File: config.mk
export PLATFORM = sky130hd
export DESIGN_NAME = smpl_capture_ctrl
export DESIGN_NICKNAME = d
export VERILOG_FILES = /design/src/rtl/smpl_capture_ctrl.sv
export SDC_FILE = /design/constraint.sdc
export NUM_CORES = 1
export LEC_CHECK = 0
export BUFFER_PORTS_ARGS = -buffer_cell sky130_fd_sc_hd__clkbuf_2
export CORE_MARGIN = 2
export CORE_UTILIZATION = 47
export CTS_CLUSTER_SIZE = 12
export DETAILED_ROUTE_END_ITERATION = 10
export PLACE_DENSITY_LB_ADDON = 0.08
export SYNTH_ARGS = -nofsm -noshare
export SYNTH_HDL_FRONTEND = slang
export SYNTH_SLANG_ARGS = --single-unit
File: constraint.sdc
create_clock -name clk -period 3.1 [get_ports clk]
set_input_delay 0.31 -clock clk [delete_from_list [all_inputs] [get_ports clk]]
set_output_delay 0.31 -clock clk [all_outputs]
set_load 0.05 [all_outputs]
File: src/rtl/smpl_capture_ctrl.sv
// smpl_capture_ctrl: circular-buffer RAM write controller for the sample capture path.
// It turns one-cycle wrt_smpl pulses into registered RAM write strobes and addresses,
// and runs the capture sequence: pre-trigger fill, armed, post-trigger count, done.
// It also records the buffer address of the first post-trigger word, so that readout
// can unroll the circular buffer into time order.

module smpl_capture_ctrl #(
    parameter int ADDR_W = 9
) (
    input  logic              clk,
    input  logic              rst,
    input  logic              wrt_smpl,
    input  logic              run,
    input  logic              trig,
    input  logic [ADDR_W-1:0] trig_pos,
    input  logic              clr_done,
    output logic              we,
    output logic [ADDR_W-1:0] waddr,
    output logic [ADDR_W-1:0] trig_addr,
    output logic              armed,
    output logic              triggered,
    output logic              capture_done
);

    typedef enum logic [2:0] {
        IDLE,
        FILL,
        ARMED,
        POST,
        DONE
    } state_t;

    // The buffer depth needs one more bit than an address, so that a full
    // 2^ADDR_W-word fill (trig_pos = 0) can be counted.
    localparam logic [ADDR_W:0] DEPTH = {1'b1, {ADDR_W{1'b0}}};

    state_t            state;
    state_t            state_next;

    logic [ADDR_W-1:0] ptr;
    logic [ADDR_W-1:0] ptr_next;
    logic [ADDR_W:0]   cnt;
    logic [ADDR_W:0]   cnt_next;
    logic [ADDR_W-1:0] tp_l;
    logic [ADDR_W-1:0] tp_next;
    logic [ADDR_W-1:0] trig_addr_next;
    logic [ADDR_W-1:0] waddr_next;
    logic              we_next;
    logic              do_write;

    logic [ADDR_W:0]   cnt_inc;
    logic [ADDR_W:0]   tp_ext;
    logic [ADDR_W:0]   fill_target;

    // The pre-trigger region holds DEPTH - tp_l words, and the post-trigger region holds tp_l words.
    assign cnt_inc     = cnt + (ADDR_W+1)'(1);
    assign tp_ext      = {1'b0, tp_l};
    assign fill_target = DEPTH - tp_ext;

    // The status flags are plain decodes of the state register, so they change
    // on the same edge as the registered write strobe.
    assign armed        = (state == ARMED);
    assign triggered    = (state == POST);
    assign capture_done = (state == DONE);

    // Next-state and datapath decisions. A write performed in this cycle is
    // registered onto we/waddr. Then ptr advances and wraps at DEPTH.
    always_comb begin
        state_next     = state;
        ptr_next       = ptr;
        cnt_next       = cnt;
        tp_next        = tp_l;
        trig_addr_next = trig_addr;
        waddr_next     = waddr;
        we_next        = 1'b0;
        do_write       = 1'b0;

        case (state)
            IDLE: begin
                if (run) begin
                    state_next = FILL;
                    ptr_next   = '0;
                    cnt_next   = '0;
                    tp_next    = trig_pos;
                end
            end

            FILL: begin
                if (wrt_smpl) begin
                    do_write = 1'b1;
                    cnt_next = cnt_inc;
                    if (cnt_inc == fill_target) begin
                        state_next = ARMED;
                    end
                end
            end

            ARMED: begin
                if (trig) begin
                    trig_addr_next = ptr;
                    cnt_next       = '0;
                    if (tp_l == '0) begin
                        // No post-trigger words are wanted, so a coincident sample is discarded.
                        state_next = DONE;
                    end else if (wrt_smpl) begin
                        // A coincident sample is the first post-trigger word.
                        do_write = 1'b1;
                        cnt_next = (ADDR_W+1)'(1);
                        if (tp_ext == (ADDR_W+1)'(1)) begin
                            state_next = DONE;
                        end else begin
                            state_next = POST;
                        end
                    end else begin
                        state_next = POST;
                    end
                end else if (wrt_smpl) begin
                    do_write = 1'b1;
                end
            end

            POST: begin
                if (wrt_smpl) begin
                    do_write = 1'b1;
                    cnt_next = cnt_inc;
                    if (cnt_inc == tp_ext) begin
                        state_next = DONE;
                    end
                end
            end

            DONE: begin
                if (run) begin
                    state_next = FILL;
                    ptr_next   = '0;
                    cnt_next   = '0;
                    tp_next    = trig_pos;
                end else if (clr_done) begin
                    state_next = IDLE;
                end
            end

            default: begin
                state_next = IDLE;
            end
        endcase

        if (do_write) begin
            we_next    = 1'b1;
            waddr_next = ptr;
            ptr_next   = ptr + ADDR_W'(1);
        end
    end

    // State register. The asynchronous reset returns the controller to IDLE.
    always_ff @(posedge clk or posedge rst) begin
        if (rst) begin
            state <= IDLE;
        end else begin
            state <= state_next;
        end
    end

    // Datapath registers. Reset clears every output at once, including a write in flight.
    always_ff @(posedge clk or posedge rst) begin
        if (rst) begin
            ptr       <= '0;
            cnt       <= '0;
            tp_l      <= '0;
            trig_addr <= '0;
            waddr     <= '0;
            we        <= 1'b0;
        end else begin
            ptr       <= ptr_next;
            cnt       <= cnt_next;
            tp_l      <= tp_next;
            trig_addr <= trig_addr_next;
            waddr     <= waddr_next;
            we        <= we_next;
        end
    end

endmodule
==> out/qor.txt <==
mux cell area share after synthesis: 7.05%
gpl congestion: 0.846
Slew @ Worst Pin: 1.03 ns
largest net degree at the start of global routing: 51
crit share post-route: 90.9%
Hold Slack: 0.223 ns
wire per inst: 15.7 um
area post-placement: 3120 um^2
compound-cell area share of the yosys netlist: 14.3%
Yosys reg bits: 50
Synth Area in XOR/XNOR: 6.88%
Final Setup Violations: 0
global-route wire length before repair: 10,800 um
post-synthesis simple-gate area fraction: 22.8%
TritonCTS Sinks: 50
Switching Share: 38.6%
Std-Cell Rows: 28
total net switching power: 905 uW
Post-Synthesis Cells: 304
vias in the first global route: 2,220
r2r setup slk: 0.28 ns
Post-Syn Nets: 324
floorplan core area: 5920 um^2
asr flop ratio synth: 100%
Area Overhead vs Synth: 12.3%
cells resized by post-CTS repair: 0
Max-slew headroom: 31.5%
fin. max-slew vios: 0
largest fanout on the critical path: 6
worst min-delay path category: input pin to asynchronous set/reset pin
CTS tree: yes
DRT iter0 DRCs: 143
Worst-Skew Late Latency: 0.30 ns
antenna violations before repair: 0
layout cells sized above 1: 23.3%
r2r endpoint: state[1]$_DFFE_PP0P_
Post-Syn Area per Cell: 9.46 um^2
vias post-DR: 2,357
CP Class: flop to flop
clock buffer count from CTS: 5
outcome: complete, no violations
Die Height: 82.2 um
max incr delay on CP: 0.52 ns
Via density: 5.69
met2 wire len: 3150 um
VDD IR max: 432 uV
CP Cell Sequence: inv_1 -> ha_1 -> or3b_2 -> nor3_1 -> ha_1 -> xor2_1 -> xnor2_1 -> nand3_1 -> or4_4 -> o31ai_2
Post-CTS Setup Inserts: 0
final net count: 358
Max Cap Viol: 0
DPL Wire Length: 4730 um
Leak: 1.54 nW
startpoint types: flop
Most used DFF post-synth: dfrtp_1
power density cells: 726 nW/um^2
commonest cells after routing, fill and taps aside: dfrtp_1, nand2_1, clkbuf_2, o21ai_0, nor2_1
CP max stage cell: or4_4
commonest non-fill, non-tap cell in the layout: dfrtp_1
Total GRT Usage: 21.0%
Comb power frac: 39.7%
WL met1: 2970 um
Final TNS setup: 0 ns
Clock Path Buffers: 2
total wire length: 6490 um
FMAX: 0.355 GHz
kind of cell adding the most delay to the critical path: simple AND/OR/NAND/NOR gates
FF-to-FF path depth: 10
Detail Route Antenna Nets: 0
WP data required: 3.32 ns
grt total ovfl: 0
Critical path buffers and inverters: 1
Tmin final: 2.82 ns
n_diodes: 0
r2r startpoint: tp_l[0]$_DFFE_PP0P_
main combinational cell family by area after synthesis: simple AND/OR/NAND/NOR gates
Pint: 1.44 mW
die area: 6760 um^2
Initial DRT Pass Iterations: 6
topmost layer with routed signal wires: met4
Distinct cells, synth: 58
final instance area: 3230 um^2
Ports: 37
fillcell total: 551
Initial Util: 48.6%
unrepaired setup endpoints after global routing: no
H-tree depth: 2
DRC errors left: 0
Post-synth EDFFs: 0
Ys Warns: 0
Die W: 82.2 um
CP dominant cell by count: ha_1
Clock transition at path regs: 0.10 ns
CTS Root Cell: clkbuf_8
Final Hold Viols: 0
share of synthesized cell area in full adder, half adder and majority cells: 2.18%
Synth Cell Area: 2880 um^2
clock group share of total power: 20.0%
CP Data Arrival Time: 3.04 ns
register area share after synthesis: 43.5%
Worst setup EP type: flop
final core occ: 54.5%
port buffer count: 36
sequential share of power: 40.3%
Hold-fix buffers, CTS: 0
met3 WL post-DR: 217 um
skew final: 0.00917 ns
[final cells by class]
class | count | area, um^2 | share of cell area, %
Multi-Input combinational cell | 233 | 1530 | 47.4
Sequential cell | 50 | 1250 | 38.8
Timing Repair Buffer | 40 | 210 | 6.51
Tap cell | 75 | 93.8 | 2.91
Clock buffer | 5 | 68.8 | 2.13
Clock inverter | 3 | 43.8 | 1.36
Inverter | 8 | 30.0 | 0.930
[synthesized netlist by cell type (all sizes together) (5+ instances only)]
cell	number	area (um^2)
nand4	5	37.5
and3	6	38.8
and2	6	37.5
inv	7	26.3
o31ai	5	42.5
mux2	18	203
o21ai	32	160
xnor2	11	104
or3	7	48.8
nand2	47	176
buf	7	41.3
clkbuf	6	22.5
ha	5	62.6
nor2	19	71.3
nand3	12	65.1
nor3	7	35.0
dfrtp	50	1250
[sequential cells by signal, indices dropped and copies added, names as in the netlist]
register   cells
cnt           10
ptr            9
state          3
tp_l           9
trig_addr      9
waddr          9
we             1
[how the worst max path moves through the flow]
stage | start | endpoint | slack (ns) | cells after the start
floorplan | tp_l[0]$_DFFE_PP0P_ | waddr[0]$_DFFE_PP0P_ | 0.45 | 11
global placement | tp_l[0]$_DFFE_PP0P_ | state[1]$_DFFE_PP0P_ | 0.38 | 10
detailed placement | tp_l[1]$_DFFE_PP0P_ | state[1]$_DFFE_PP0P_ | 0.30 | 10
CTS | tp_l[1]$_DFFE_PP0P_ | state[1]$_DFFE_PP0P_ | 0.25 | 10
global route | tp_l[1]$_DFFE_PP0P_ | state[1]$_DFFE_PP0P_ | 0.08 | 10
finish | tp_l[0]$_DFFE_PP0P_ | state[1]$_DFFE_PP0P_ | 0.28 | 10
[power by group through the flow]
stage	combinational [mW]	sequential (mW)	clock, mW
3_3_place_gp	0.914	0.959	0
5_1_grt	1.05	0.965	0.508
6_report	0.931	0.945	0.469
3_5_place_dp	0.928	0.955	0
2_1_floorplan	0.703	0.958	0
4_1_cts	0.934	0.945	0.483
[metrics by stage]
step                      std cells  total power [mW]  worst slack [ns]
after floorplan                 304              1.66             0.451
after global placement          406              1.87             0.383
after detailed placement        406              1.88             0.302
after CTS                       414              2.36             0.252
after global routing            414              2.52            0.0770
final                           414              2.35             0.281
[worst register-to-register path, cell delays in order (launching register included)]
cell and delay [ns]:
dfrtp_1 0.44, inv_1 0.09, ha_1 0.16, or3b_2 0.48
nor3_1 0.16, ha_1 0.27, xor2_1 0.15, xnor2_1 0.15
nand3_1 0.11, or4_4 0.52, o31ai_2 0.19
[routing by layer]
metal | vias to the layer above | GRT usage (%)
li1 | 1155 | -
met1 | 1144 | 28.5
met2 | 45 | 34.8
met3 | 13 | 3.48
met4 | 0 | 5.83
met5 | - | 0
[logic make-up after synthesis]
family	after synthesis
muxes	18
DFF	50
and+or+nand+nor	129
adders and majority gates	5
buffers and inverters	21
xor gates and xnor gates	17
AOI/OAI and AO/OA	64
Note: power is estimated with default switching activity, not from simulation.
